**config.mk**
```make
export PLATFORM = sky130hd
export DESIGN_NAME = counter_arbiter_flat
export DESIGN_NICKNAME = d
export VERILOG_FILES = /design/src/rtl/counter_arbiter_if.sv /design/src/rtl/counter_arbiter.sv /design/src/flat_wrapper.sv
export SDC_FILE = /design/constraint.sdc
export NUM_CORES = 1
export LEC_CHECK = 0
export CAP_MARGIN = 20
export CORE_UTILIZATION = 34
export DETAILED_ROUTE_END_ITERATION = 10
export PLACE_DENSITY = 0.66
export REMOVE_ABC_BUFFERS = 1
export SLEW_MARGIN = 5
export SYNTH_ARGS = -nofsm -noshare
export SYNTH_HDL_FRONTEND = slang
export SYNTH_SLANG_ARGS = --single-unit
```
**constraint.sdc**
```tcl
create_clock -name clk -period 1.51 [get_ports clk]
set_input_delay 0.302 -clock clk [delete_from_list [all_inputs] [get_ports clk]]
set_output_delay 0.302 -clock clk [all_outputs]
set_load 0.005 [all_outputs]
```
**src/rtl/counter_arbiter_if.sv**
```systemverilog
// Handshake and response bundle for counter_arbiter: two requester channels
// and the shared counter/response outputs.
interface counter_arbiter_if;
    logic       req0_valid;
    logic       req0_mode;
    logic [7:0] req0_data;
    logic       req0_ready;

    logic       req1_valid;
    logic       req1_mode;
    logic [7:0] req1_data;
    logic       req1_ready;

    logic [7:0] count;
    logic       rsp_valid;
    logic       rsp_id;
    logic [7:0] rsp_data;
    logic       wrap;

    // Requesters (or a testbench) drive the request side.
    modport master (
        output req0_valid, req0_mode, req0_data,
        input  req0_ready,
        output req1_valid, req1_mode, req1_data,
        input  req1_ready,
        input  count, rsp_valid, rsp_id, rsp_data, wrap
    );

    // The arbiter owns ready, the counter and the response.
    modport slave (
        input  req0_valid, req0_mode, req0_data,
        output req0_ready,
        input  req1_valid, req1_mode, req1_data,
        output req1_ready,
        output count, rsp_valid, rsp_id, rsp_data, wrap
    );
endinterface

```
**src/rtl/counter_arbiter.sv**
```systemverilog
// Two-requester round-robin arbiter guarding one shared 8-bit counter.
// Each granted op (step or overwrite) yields a registered response one cycle later.
module counter_arbiter (
    input  logic               clk,
    input  logic               rst,
    counter_arbiter_if.slave   bus
);
    typedef enum logic {
        OP_STEP      = 1'b0,
        OP_OVERWRITE = 1'b1
    } op_e;

    logic [7:0] count_q,    count_d;
    logic       ptr_q,      ptr_d;
    logic       rsp_valid_q, rsp_valid_d;
    logic       rsp_id_q,   rsp_id_d;
    logic [7:0] rsp_data_q, rsp_data_d;
    logic       wrap_q,     wrap_d;

    logic       grant;
    logic       winner;
    op_e        win_op;
    logic [7:0] win_data;

    // Arbitration: a tie goes to the requester opposite the last winner.
    always_comb begin
        // NOTE: every comb output gets a default first so no path leaves it unassigned (no latch).
        grant  = 1'b0;
        winner = 1'b0;
        if (!rst) begin
            if (bus.req0_valid && bus.req1_valid) begin
                grant  = 1'b1;
                winner = ~ptr_q;
            end else if (bus.req0_valid) begin
                grant  = 1'b1;
                winner = 1'b0;
            end else if (bus.req1_valid) begin
                grant  = 1'b1;
                winner = 1'b1;
            end
        end
    end

    assign bus.req0_ready = grant && (winner == 1'b0);
    assign bus.req1_ready = grant && (winner == 1'b1);

    assign win_op   = winner ? op_e'(bus.req1_mode) : op_e'(bus.req0_mode);
    assign win_data = winner ? bus.req1_data : bus.req0_data;

    always_comb begin
        count_d     = count_q;
        ptr_d       = ptr_q;
        rsp_valid_d = 1'b0;
        rsp_id_d    = rsp_id_q;
        rsp_data_d  = rsp_data_q;
        wrap_d      = wrap_q;
        if (grant) begin
            ptr_d       = winner;
            rsp_valid_d = 1'b1;
            rsp_id_d    = winner;
            rsp_data_d  = count_q;
            wrap_d      = (win_op == OP_STEP) && (count_q == 8'hFF);
            count_d     = (win_op == OP_STEP) ? count_q + 8'd1 : win_data;
        end
    end

    // Pointer resets to 1 so requester 0 takes the first tie.
    always_ff @(posedge clk) begin
        // NOTE: sequential state uses non-blocking assignments so all registers update together.
        if (rst) begin
            count_q     <= 8'h00;
            ptr_q       <= 1'b1;
            rsp_valid_q <= 1'b0;
            rsp_id_q    <= 1'b0;
            rsp_data_q  <= 8'h00;
            wrap_q      <= 1'b0;
        end else begin
            count_q     <= count_d;
            ptr_q       <= ptr_d;
            rsp_valid_q <= rsp_valid_d;
            rsp_id_q    <= rsp_id_d;
            rsp_data_q  <= rsp_data_d;
            wrap_q      <= wrap_d;
        end
    end

    assign bus.count     = count_q;
    assign bus.rsp_valid = rsp_valid_q;
    assign bus.rsp_id    = rsp_id_q;
    assign bus.rsp_data  = rsp_data_q;
    assign bus.wrap      = wrap_q;
endmodule

```
**src/flat_wrapper.sv**
```systemverilog
// flat-port wrapper written by rule: the top's interface ports become plain ports
module counter_arbiter_flat 
  (clk, rst, bus_req0_valid, bus_req0_mode, bus_req0_data, bus_req0_ready, bus_req1_valid, bus_req1_mode, bus_req1_data, bus_req1_ready, bus_count, bus_rsp_valid, bus_rsp_id, bus_rsp_data, bus_wrap);
  counter_arbiter_if bus_i ();
  input  logic clk;
  input  logic rst;
  input wire logic [$bits(bus_i.req0_valid)-1:0] bus_req0_valid;
  input wire logic [$bits(bus_i.req0_mode)-1:0] bus_req0_mode;
  input wire logic [$bits(bus_i.req0_data)-1:0] bus_req0_data;
  output wire logic [$bits(bus_i.req0_ready)-1:0] bus_req0_ready;
  input wire logic [$bits(bus_i.req1_valid)-1:0] bus_req1_valid;
  input wire logic [$bits(bus_i.req1_mode)-1:0] bus_req1_mode;
  input wire logic [$bits(bus_i.req1_data)-1:0] bus_req1_data;
  output wire logic [$bits(bus_i.req1_ready)-1:0] bus_req1_ready;
  output wire logic [$bits(bus_i.count)-1:0] bus_count;
  output wire logic [$bits(bus_i.rsp_valid)-1:0] bus_rsp_valid;
  output wire logic [$bits(bus_i.rsp_id)-1:0] bus_rsp_id;
  output wire logic [$bits(bus_i.rsp_data)-1:0] bus_rsp_data;
  output wire logic [$bits(bus_i.wrap)-1:0] bus_wrap;
  assign bus_i.req0_valid = bus_req0_valid;
  assign bus_i.req0_mode = bus_req0_mode;
  assign bus_i.req0_data = bus_req0_data;
  assign bus_req0_ready = bus_i.req0_ready;
  assign bus_i.req1_valid = bus_req1_valid;
  assign bus_i.req1_mode = bus_req1_mode;
  assign bus_i.req1_data = bus_req1_data;
  assign bus_req1_ready = bus_i.req1_ready;
  assign bus_count = bus_i.count;
  assign bus_rsp_valid = bus_i.rsp_valid;
  assign bus_rsp_id = bus_i.rsp_id;
  assign bus_rsp_data = bus_i.rsp_data;
  assign bus_wrap = bus_i.wrap;
  counter_arbiter u_core (.clk(clk), .rst(rst), .bus(bus_i));
endmodule
```
==> flow_metrics.py, run 1 <==
metrics = {
    "run_status": {
        "status": "complete, but fails checks",
        "violations": "design-rule violations",
    },
    "die": {
        "start_util_pct": 36.84,
        "chipHeight_um": 57.37,
        "dieArea_um2": 3291,
        "coreArea_um2": 2829,
        "top_level_ports": 43,
        "fp-row-count": 19,
        "fp.dieW_um": 57.37,
    },
    "pwr": {
        "ir_drop_uv": 371.1,
        "powerDensity_nw_per_um2": 797.9,
        "p_leak_nw": 0.7925,
    },
    "cells_and_area": {
        "fin_util_pct": 64.18,
        "syn_to_final_growth_pct": 74.19,
        "fin_nets": 209,
        "n_antenna_cell": 0,
        "layout-drive-gt1-share_pct": 37.30,
        "stdcell_area_um2": 1815,
    },
    "global_routing": {
        "grt_start_max_net_pins": 16,
        "track_usage_pct": 19.20,
        "grt_pass1_vias": 1151,
        "overflow": 0,
        "antenna_found_initial": 0,
        "grt_pass1_wl_mm": 4.954,
    },
    "yosys": {
        "synth_edf_count": 0,
        "synth.cell_area_um2": 1042,
        "yosys_most_used_dff": "dfxtp_1",
        "synthTopCellsByCount": "20 x dfxtp_1, 11 x a22o_1, 7 x nand2_1, 7 x nor2_1, 6 x nand3b_1",
        "yosys_warnings": 0,
        "avgSynthCellArea_um2": 9.390,
        "seq_area_frac_synth_pct": 38.42,
        "yosys-top-cells-area": "dfxtp_1 38%, a22o_1 9.2%, nand3b_1 4.3%",
        "synth_top_area_share_pct": 38.42,
        "synth_cell_types": 38,
        "ys_ff_latch": 20,
        "synthCells": 111,
        "synth_largest_area_cell": "dfxtp_1",
        "post-synth-top-count-cell": "dfxtp_1",
        "synthArstFlopShare_pct": 0,
    },
    "drt": {
        "drt_iter0_drc": 42,
        "routed_wirelength_mm": 3.054,
        "post_drt_wl_per_cell_um": 14.14,
        "drcViolationCount": 10,
        "drt_pass1_iterations": 7,
        "postRouteAntennaNets": 0,
        "via_per_inst": 5.278,
        "vias": 1140,
    },
    "timing": {
        "holdWs_ps": 458.8,
        "finalCritPeriodShare_pct": 97.30,
        "fmax_mhz": 680.6,
        "relSlewSlack_pct": 83.08,
        "final-hold-violation-count": 0,
        "clock_skew_ps": 4.570,
        "worst_slew_pin_slew_ps": 248.9,
        "tns_ps": 0,
        "maxSlewViolCount": 0,
        "setup_viol_count_final": 0,
        "period_needed_ps": 1469,
        "timing.final.ws_setup_ps": 40.79,
        "grt_setup_unrepaired": "true",
    },
    "setup_path": {
        "r2r_slack_ps": 60,
        "crit_slowest_cell": "clkdlybuf4s50_1",
        "crit_path_start_kind": "register",
        "worstPathMaxFanout": 2,
        "cp_top_family": "buffers and inverters",
        "end_kind": "output pin",
        "crit_type": "register to output pin",
        "crit_buf_inv": 1,
        "cpPeakStageDelay_ps": 490,
        "path_cells": "clkdlybuf4s50_1",
        "crit_arrival_ps": 1170,
        "worstPathRequired_ps": 1210,
    },
    "clock_tree": {
        "cts-root-buf": "clkbuf_4",
        "cts_htree_levels": 1,
        "clk_pin_slew_worst_paths_ps": 120,
        "numCtsBuffers": 3,
        "clkSinkCount": 20,
        "insertion_delay_ps": 310,
        "clockBufferDepth": 2,
        "cts_tree": "yes",
    },
    "placed_design": {
        "hpwl_mm": 2.159,
        "pre_cts_slack_ps": -406.1,
        "numPortBuffers": 42,
        "place_congestion": 0.8216,
        "placed_area_um2": 1599,
    },
    "run": {
        "drv_cap": 0,
    },
    "hold_path": {
        "hp-class": "register to register",
    },
}
==> power breakdown <==
| part | internal [mW] | total (mW) | switching, mW | leakage (nW) |
|---|---|---|---|---|
| Combinational | 0.252 | 0.407 | 0.155 | 0.594 |
| Clock | 0.269 | 0.445 | 0.176 | 0.0279 |
| Sequential | 0.573 | 0.597 | 0.0233 | 0.171 |
==> final cells by class <==
class	instances	area, um^2
Clock buffer	3	22.52
Clock inverter	1	30.03
Fill cell	240	1013
Inverter	6	26.28
Multi-Input combinational cell	78	590.6
Sequential cell	20	430.4
Tap cell	31	38.79
Timing Repair Buffer	77	676.9
==> final timing paths <==
path,from,to,depth (start not counted)
setup / recovery,u_core.bus.count[6]$_SDFFE_PP0P_,bus_count[6],1
hold reg to reg,u_core.bus.rsp_id$_SDFFE_PP0P_,u_core.bus.rsp_id$_SDFFE_PP0P_,2
hold / removal,u_core.bus.rsp_id$_SDFFE_PP0P_,u_core.bus.rsp_id$_SDFFE_PP0P_,2
setup reg to reg,u_core.ptr_q$_SDFFE_PP1P_,u_core.bus.count[3]$_SDFFE_PP0P_,7
==> layout by cell type (no fill, tap or decap), types with 2 or more instances in the layout <==
cell,count
a41oi_1,2
clkdlybuf4s50_1,34
o31ai_1,2
nor3_1,3
a21oi_1,2
inv_1,4
dfxtp_1,6
nand3_1,4
a211o_1,2
nand3b_1,6
clkbuf_4,3
nand2_1,6
o21ai_1,3
or2_4,2
dlygate4sd2_1,7
dfxtp_4,5
mux2i_1,3
buf_6,2
nor2_1,7
dfxtp_2,9
a22o_1,11
buf_4,33
nand2b_1,2
o2111ai_1,2
==> flip-flops by register name, summed over array words and instances, names as in the netlist <==
signal,flops
u_core.bus.count,8
u_core.bus.rsp_data,8
u_core.bus.rsp_id,1
u_core.bus.rsp_valid,1
u_core.bus.wrap,1
u_core.ptr_q,1
==> through the flow <==
stage	total power, mW	instances
after floorplan	0.7328	104
after global placement	0.9600	199
after detailed placement	0.9645	199
after CTS	1.445	213
after global routing	1.526	216
final	1.449	216
==> kinds of logic (layout without fill, tap and decap cells) <==
family                   Yosys count  after routing  share of synthesized area [%]
AO/OA/AOI/OAI                     32             32                          24.01
adder cells (fa/ha/maj)            1              1                          1.200
buffers and inverters             13             87                          9.003
flip-flops                        20             20                          38.41
multiplexers                       5              5                          5.282
AND/OR/NAND/NOR                   40             40                          22.09
==> repair_timing <==
item | in CTS | in global routing
gates resized for setup | 27 | 15
setup endpoints to repair | 19 | 19
hold buffers | 0 | 0
cloned | 0 | 0
pin swaps | 1 | 4
buffers inserted | 10 | 3
==> routing by layer <==
layer  up-vias  global-route usage (%)  share of wire, %
li1        568                       -                 -
met1       536                   24.44                45
met2        31                   31.89                48
met3         5                   2.494               4.3
met4         0                   9.408               2.0
met5         -                       0                 0
Note: power is estimated with default switching activity, not from simulation.
==> run 2: changes to the inputs <==
--- a/config.mk
+++ b/config.mk
@@ -8,6 +8,7 @@
 export CAP_MARGIN = 20
 export CORE_UTILIZATION = 34
 export DETAILED_ROUTE_END_ITERATION = 10
+export HOLD_SLACK_MARGIN = 0.03
 export PLACE_DENSITY = 0.66
 export REMOVE_ABC_BUFFERS = 1
 export SLEW_MARGIN = 5
==> results of run 2 <==
Same layout as run 1: the final DEF is identical, and so are final timing and power.
==> run 3: changes to the inputs <==
--- a/config.mk
+++ b/config.mk
@@ -8,8 +8,9 @@
 export CAP_MARGIN = 20
 export CORE_UTILIZATION = 34
 export DETAILED_ROUTE_END_ITERATION = 10
+export GPL_ROUTABILITY_DRIVEN = 1
 export HOLD_SLACK_MARGIN = 0.03
-export PLACE_DENSITY = 0.66
+export PLACE_DENSITY = 0.72
 export REMOVE_ABC_BUFFERS = 1
 export SLEW_MARGIN = 5
 export SYNTH_ARGS = -nofsm -noshare
==> flow_metrics.py, run 3 (synthesized netlist as in run 1, its figures left out) <==
metrics = {
    "drt": {
        "post_drt_wl_per_cell_um": 15.34,
        "drt_iter0_drc": 47,
        "vias": 1133,
        "via_per_inst": 5.447,
        "postRouteAntennaNets": 0,
        "drcViolationCount": 3,
        "routed_wirelength_mm": 3.190,
        "drt_pass1_iterations": 9,
    },
    "cells_and_area": {
        "layout-drive-gt1-share_pct": 32.77,
        "stdcell_area_um2": 1762,
        "syn_to_final_growth_pct": 69.03,
        "multi_input_area_um2": 606.8,
        "mostFrequentLayoutCells": "30 x clkdlybuf4s50_1, 27 x buf_4, 11 x a22o_1, 8 x dfxtp_1, 7 x dlygate4sd2_1",
        "num-fill-cells": 251,
        "instances_no_fill": 208,
        "register_area_um2": 430.4,
        "final_common_cell": "clkdlybuf4s50_1",
        "n_antenna_cell": 0,
        "fin_nets": 202,
        "fin_util_pct": 62.27,
    },
    "clock_tree": {
        "cts-root-buf": "clkbuf_4",
        "numCtsBuffers": 3,
        "clk_pin_slew_worst_paths_ps": 110,
        "holdBufCountCts": 0,
        "clkSinkCount": 20,
        "insertion_delay_ps": 300,
        "cts_tree": "yes",
        "cts_htree_levels": 1,
        "clockBufferDepth": 2,
    },
    "timing": {
        "finalCritPeriodShare_pct": 101.4,
        "grt_setup_unrepaired": "true",
        "final-hold-violation-count": 0,
        "clock_skew_ps": 3.752,
        "holdWs_ps": 411.9,
        "maxSlewViolCount": 0,
        "worst_slew_pin_slew_ps": 227.9,
        "timing.final.ws_setup_ps": -20.90,
        "setup_viol_count_final": 2,
        "relSlewSlack_pct": 84.37,
        "period_needed_ps": 1531,
        "tns_ps": -22.86,
        "fmax_mhz": 653.2,
    },
    "pwr": {
        "power_mw": 1.250,
        "p_leak_nw": 0.8133,
        "powerDensity_nw_per_um2": 709.4,
        "ir_drop_uv": 549.1,
    },
    "run_status": {
        "violations": "design-rule violations, negative setup slack",
        "status": "complete, but fails checks",
    },
    "setup_path": {
        "startpoint": "u_core.ptr_q$_SDFFE_PP1P_",
        "r2r_cells": 7,
        "rr_startpoint": "u_core.ptr_q$_SDFFE_PP1P_",
        "worstPathMaxFanout": 8,
        "rr_endpoint": "u_core.bus.count[5]$_SDFFE_PP0P_",
        "r2r_slack_ps": -20,
        "end_kind": "register",
        "crit_path_start_kind": "register",
        "cp-endpoint": "u_core.bus.count[5]$_SDFFE_PP0P_",
        "worstPathRequired_ps": 1760,
        "crit_type": "register to register",
        "crit_arrival_ps": 1780,
    },
    "die": {
        "fp-row-count": 19,
        "fp.dieW_um": 57.37,
        "coreArea_um2": 2829,
        "dieArea_um2": 3291,
        "top_level_ports": 43,
        "chipHeight_um": 57.37,
        "start_util_pct": 36.84,
    },
    "global_routing": {
        "antenna_found_initial": 0,
        "grt_start_max_net_pins": 11,
        "grt_pass1_wl_mm": 5.209,
        "overflow": 0,
        "track_usage_pct": 20.80,
        "grt_pass1_vias": 1150,
    },
    "placed_design": {
        "hpwl_mm": 2.386,
        "numPortBuffers": 42,
        "place_inst": 199,
        "place_congestion": 0.8122,
        "placed_area_um2": 1604,
        "pre_cts_slack_ps": -514.1,
    },
    "run": {
        "drv_cap": 0,
    },
    "hold_path": {
        "hp-class": "input pin to register",
    },
}
run 3: how the worst min path moves through the flow:
stage,startpoint,to,slack (ps),cells past startpoint
finish,bus_req1_valid,u_core.ptr_q$_SDFFE_PP1P_,410,3
detailed placement,u_core.bus.rsp_id$_SDFFE_PP0P_,u_core.bus.rsp_id$_SDFFE_PP0P_,440,2
floorplan,rst,u_core.ptr_q$_SDFFE_PP1P_,400,1
CTS,bus_req1_valid,u_core.ptr_q$_SDFFE_PP1P_,410,3
global placement,u_core.bus.rsp_id$_SDFFE_PP0P_,u_core.bus.rsp_id$_SDFFE_PP0P_,440,2
global route,bus_req1_valid,u_core.ptr_q$_SDFFE_PP1P_,410,3
run 3: layout make-up:
cell class                 instances  share of cell area, %
clock buffer                       3                  1.278
inverter                           6                  1.491
multi-input combinational         78                  34.45
sequential                        20                  24.43
tap                               31                  2.202
timing repair buffer              70                  36.15
run 3: where the power goes:
| group | internal (mW) | switching, mW |
|---|---|---|
| logic | 0.236 | 0.155 |
| clock network | 0.0932 | 0.164 |
| registers | 0.572 | 0.0299 |
run 3: critical path: stages, from the launching register on:
cell	delay, ps
dfxtp_4	370
nand2_4	80
nand3b_4	90
inv_4	70
buf_6	110
mux2_4	370
o211ai_1	200
a22o_1	170
run 3: metal layers:
metal	global-route usage, %	share of wire (%)
met2	33.72	52
met4	9.408	2.1
met5	0	0
met1	25.63	40
met3	5.669	6.1
run 3: timing repair:
| action | 4_1_cts | 5_1_grt |
|---|---|---|
| resized for setup | 28 | 16 |
| setup buffers | 2 | 4 |
| pin swaps | 4 | 4 |
| hold endpoints to repair | 0 | 0 |
| endpoints found under the setup margin | 27 | 18 |
==> RTL edit 1, RTL diff (config.mk and constraints of run 3) <==
Reset style: asynchronous (`rst`), changed in one clocked block.
--- a/src/rtl/counter_arbiter.sv
+++ b/src/rtl/counter_arbiter.sv
@@ -65,7 +65,7 @@
     end
 
     // Pointer resets to 1 so requester 0 takes the first tie.
-    always_ff @(posedge clk) begin
+    always_ff @(posedge clk or posedge rst) begin
         // NOTE: sequential state uses non-blocking assignments so all registers update together.
         if (rst) begin
             count_q     <= 8'h00;
Formal check against the unedited RTL: differs if rst is asserted again (counterexample within 4 cycles, from zero or initial values and one cycle with rst high); with rst held inactive, the same outputs for 10 cycles.
==> RTL edit 1 against run 3 <==
The flow finishes with violations (setup timing). Cell area grew 18%. Synthesized area grew 17%. Sequential cell count is the same. Setup slack lost 0.041 ns. Sequential share of layout area shrank 0.22 points. Wire length grew 12%. Critical path type unchanged.
Power is not compared: it rests on default switching activity, and its combinational part moved more than twofold at a synthesized area within 25%.
==> RTL edit 1: results (changes against run 3) <==
Outcome
The run finished, with violations left. The final reports fail on setup timing.

Critical path
The worst register-to-register path ends at u_core.bus.count[0]$_DFFE_PP0P_. The capture point of the critical path is u_core.bus.count[0]$_DFFE_PP0P_. The peak fanout along the critical path is 5 (-3). The biggest cell delay along the critical path is 0.56 ns (+0.19 ns). The launching instance or port of the critical path is u_core.ptr_q$_DFFE_PP1P_.

Yosys
The adder-cell area share of the yosys netlist is 1.02% (-0.18 points). The share of synthesized area occupied by flip-flops and latches is 41.0% (+2.6 points). The proportion of synthesized flip-flops having asynchronous set or reset is 100% (+100 points). The mux cell area share after synthesis was 1.64% (-3.6 points). The distinct cell type count after synthesis is 44 (+16%).

Routing
The routed length on met3 came to 172 um (-11%). The detailed-route wire length is 3560 um (+12%). The number of iterations in the first detailed-routing pass is 4 (-5).

The routed metal-1 wirelength was 1550 um (+21%).

Global route
The met3 layer usage reported by global route was 3.73% (-1.9 points). The total routing usage reported by global routing came to 19.8% (-1.0 points). The maximum number of pins on one net before global-route repair is 21 (+10). The met2 demand-to-capacity share in global routing came to 31.9% (-1.8 points).

Finish
The proportion of layout cells with a drive suffix above 1 is 27.5% (-5.2 points). The net count of the finished layout is 242 (+20%).

STA
The total negative slack came to -0.210 ns (-0.187 ns). The maximum clock skew at final layout is 0.00594 ns (+0.00218 ns). The total setup violations reported at the end of the flow is 7 (+5).

The post-route worst setup slack is -0.0622 ns (-0.0413 ns).

Clocking
The number of gates resized after cts was 23 (-18%).
[RTL edit 1: changes by cell type after synthesis, moves of 4 or more]
| cell | change |
|---|---|
| sky130_fd_sc_hd__a21oi_1 | +6 |
| sky130_fd_sc_hd__a22o_1 | -10 |
| sky130_fd_sc_hd__dfrtp_1 | +19 |
| sky130_fd_sc_hd__dfxtp_1 | -20 |
| sky130_fd_sc_hd__nand2_1 | +23 |
| sky130_fd_sc_hd__nand3b_1 | -6 |
| sky130_fd_sc_hd__nand4b_1 | +4 |
| sky130_fd_sc_hd__o21ai_0 | +8 |
[RTL edit 1: metrics by stage]
step	total power, mW	cells	area, um^2	hold slack [ns]	setup WS (ns)
floorplan	1.04	133	1160	0.274	-0.611
global placement	1.48	243	1800	0.456	-0.416
detailed placement	1.51	243	1800	0.464	-0.446
CTS	2.05	257	1970	0.246	-0.0434
global route	2.21	264	2070	0.276	-0.125
finish	2.08	264	2070	0.235	-0.0622
==> RTL edit 2, RTL diff (config.mk and constraints of run 3) <==
Made on the original files. Take the reset off `rsp_data_q` and load it in a clocked block of its own.
--- a/src/rtl/counter_arbiter.sv
+++ b/src/rtl/counter_arbiter.sv
@@ -72,16 +72,18 @@
             ptr_q       <= 1'b1;
             rsp_valid_q <= 1'b0;
             rsp_id_q    <= 1'b0;
-            rsp_data_q  <= 8'h00;
             wrap_q      <= 1'b0;
         end else begin
             count_q     <= count_d;
             ptr_q       <= ptr_d;
             rsp_valid_q <= rsp_valid_d;
             rsp_id_q    <= rsp_id_d;
-            rsp_data_q  <= rsp_data_d;
             wrap_q      <= wrap_d;
         end
+    end
+
+    always_ff @(posedge clk) begin
+        rsp_data_q <= rsp_data_d;
     end
 
     assign bus.count     = count_q;
Formal check against the unedited RTL: differs if rst is asserted again (counterexample within 4 cycles, from zero or initial values and one cycle with rst high); with rst held inactive, the same outputs for 10 cycles.
==> RTL edit 2 against run 3 <==
Setup slack improved by 0.053 ns. Cell area increased by 5.8%. Total power increased by 16%. Non-clock buffer count decreased by 2. Wire length decreased by 0.38%. Sequential cell count unchanged. Global-route usage increased by 0.080 points. First-iteration DRC count decreased by 38%. Synthesized area increased by 4.2%. Utilization decreased by 1.2 points. Clock skew increased by 0.0017 ns. Critical path type unchanged. Critical endpoint unchanged.
==> RTL edit 2: results (changes against run 3) <==
Critical path
The setup slack of the worst register-to-register path is 0.03 ns (+0.05 ns). The peak fanout along the critical path is 5 (-3). The cell depth of the worst flop-to-flop path is 5 (-2).

The biggest cell delay along the critical path is 0.47 ns (+0.10 ns). The master of the slowest instance on the critical path is sky130_fd_sc_hd__or4b_1. The data arrival time of the worst path is 1.71 ns (-0.07 ns).

Power
The part of the total power dissipated in sequential elements was 43.0% (-5.2 points). The switching part of the total is 24.6% (-3.3 points). The total power of the final layout is 1.45 mW (+16%). The power drawn by the combinational cells is 0.372 mW (-5%). The leakage power came to 0.807 nW (-0.78%).

The maximum vdd ir drop was 0.305 mV (-44%).

Routing
The number of iterations in the first detailed-routing pass is 4 (-5). The wire length per cell after detailed routing is 14.4 um (-5.8%). The routed length on met3 is 159 um (-18%). The met2 wire length is 1670 um (+1.6%). The number of DRC markers after the initial detailed-route iteration is 29 (-38%). The routed metal-1 wirelength was 1280 um (-0.47%).

The vias per cell came to 5.23 (-4.0%).

Finish
The number of standard cells in the layout, taps in and fillers out is 220 (+5.8%). The total of fill cells in the finished design was 268 (+6.8%). The clock tree cell share of total cell area is 2.82% (+1.5 points).

The number of signal-net buffers in the layout is 68 (-2.9%). The area of the multi-input gates is 584 um^2 (-3.7%). The layout-stage area growth over the synthesis result is 71.5%. The proportion of layout cells with a drive suffix above 1 was 30.1% (-2.7 points). The fraction of area in registers is 27.7% (+3.3 points). The net count of the finished layout is 200 (-0.99%).

Yosys
The compound-gate portion of the synthesized area is 23.6% (-0.39 points). The distinct cell type count after synthesis is 35 (-7.9%). The synthesized area per cell was 9.78 um^2 (+4.2%). The share of synthesized area occupied by flip-flops and latches is 44.2% (+5.8 points). The adder-cell area share of the yosys netlist was 1.15% (-0.048 points). The count of flip-flops with a built-in enable after synthesis was 8 (+8). After synthesis, the most frequently instantiated cells are sky130_fd_sc_hd__dfxtp_1, sky130_fd_sc_hd__nand2_1, sky130_fd_sc_hd__edfxtp_1, sky130_fd_sc_hd__o211ai_1, sky130_fd_sc_hd__nand2b_1.

Global route
The met3 layer usage reported by global route is 3.52% (-2.2 points). The global-route wire length before repair was 5330 um (+2.4%). The via count of the first global-routing pass was 1201 (+4.4%).

The total routing usage reported by global routing is 20.9% (+0.080 points). The maximum number of pins on one net before global-route repair came to 13 (+2).

Min path
The count of cells along the worst hold path is 2 (-1). The worst hold path begins at rst.

Clocking
The post-CTS setup buffer count is 10 (+8).

Outcome
The flow ran to the end, and the final reports show no timing, DRC or antenna violations.

Placed design
The detailed placer's ending HPWL came to 2280 um (-4.5%). The placement-stage cell area came to 1660 um^2 (+3.2%). The placed cell count is 207 (+4.0%).

The routability congestion estimate was 0.815 (+0.34%).

STA
The pin slew with the least headroom to its limit is 0.331 ns (+0.103 ns). The maximum clock skew at final layout is 0.00548 ns (+0.00173 ns).
==> RTL edit 2: cell types whose count changed in the layout (fill, tap and decap cells not counted), sizes merged, moves of 4 or more <==
| cell | before | now |
|---|---|---|
| edfxtp | 0 | 8 |
| nand3b | 7 | 0 |
| dfxtp | 20 | 12 |
| dlygate4sd2 | 7 | 3 |
| a21o | 0 | 6 |
| nand4b | 0 | 5 |
| o211ai | 1 | 8 |
| a22o | 11 | 0 |
| nand2b | 2 | 7 |
==> RTL edit 2: stage by stage <==
| stage | hold WS (ns) | setup WS [ns] |
|---|---|---|
| after global placement | 0.444 | -0.443 |
| after detailed placement | 0.451 | -0.514 |
| final | 0.456 | 0.0321 |
| after global routing | 0.472 | -0.0238 |
| after floorplan | 0.403 | 0.0844 |
| after CTS | 0.447 | -0.00692 |
==> RTL edit 2: critical path: cells and delay by family (launching register included) <==
kind	cells	cell delay, ns
simple gates	1	0.47
compound gates	3	0.42
flops	1	0.38
buf+inv	1	0.13
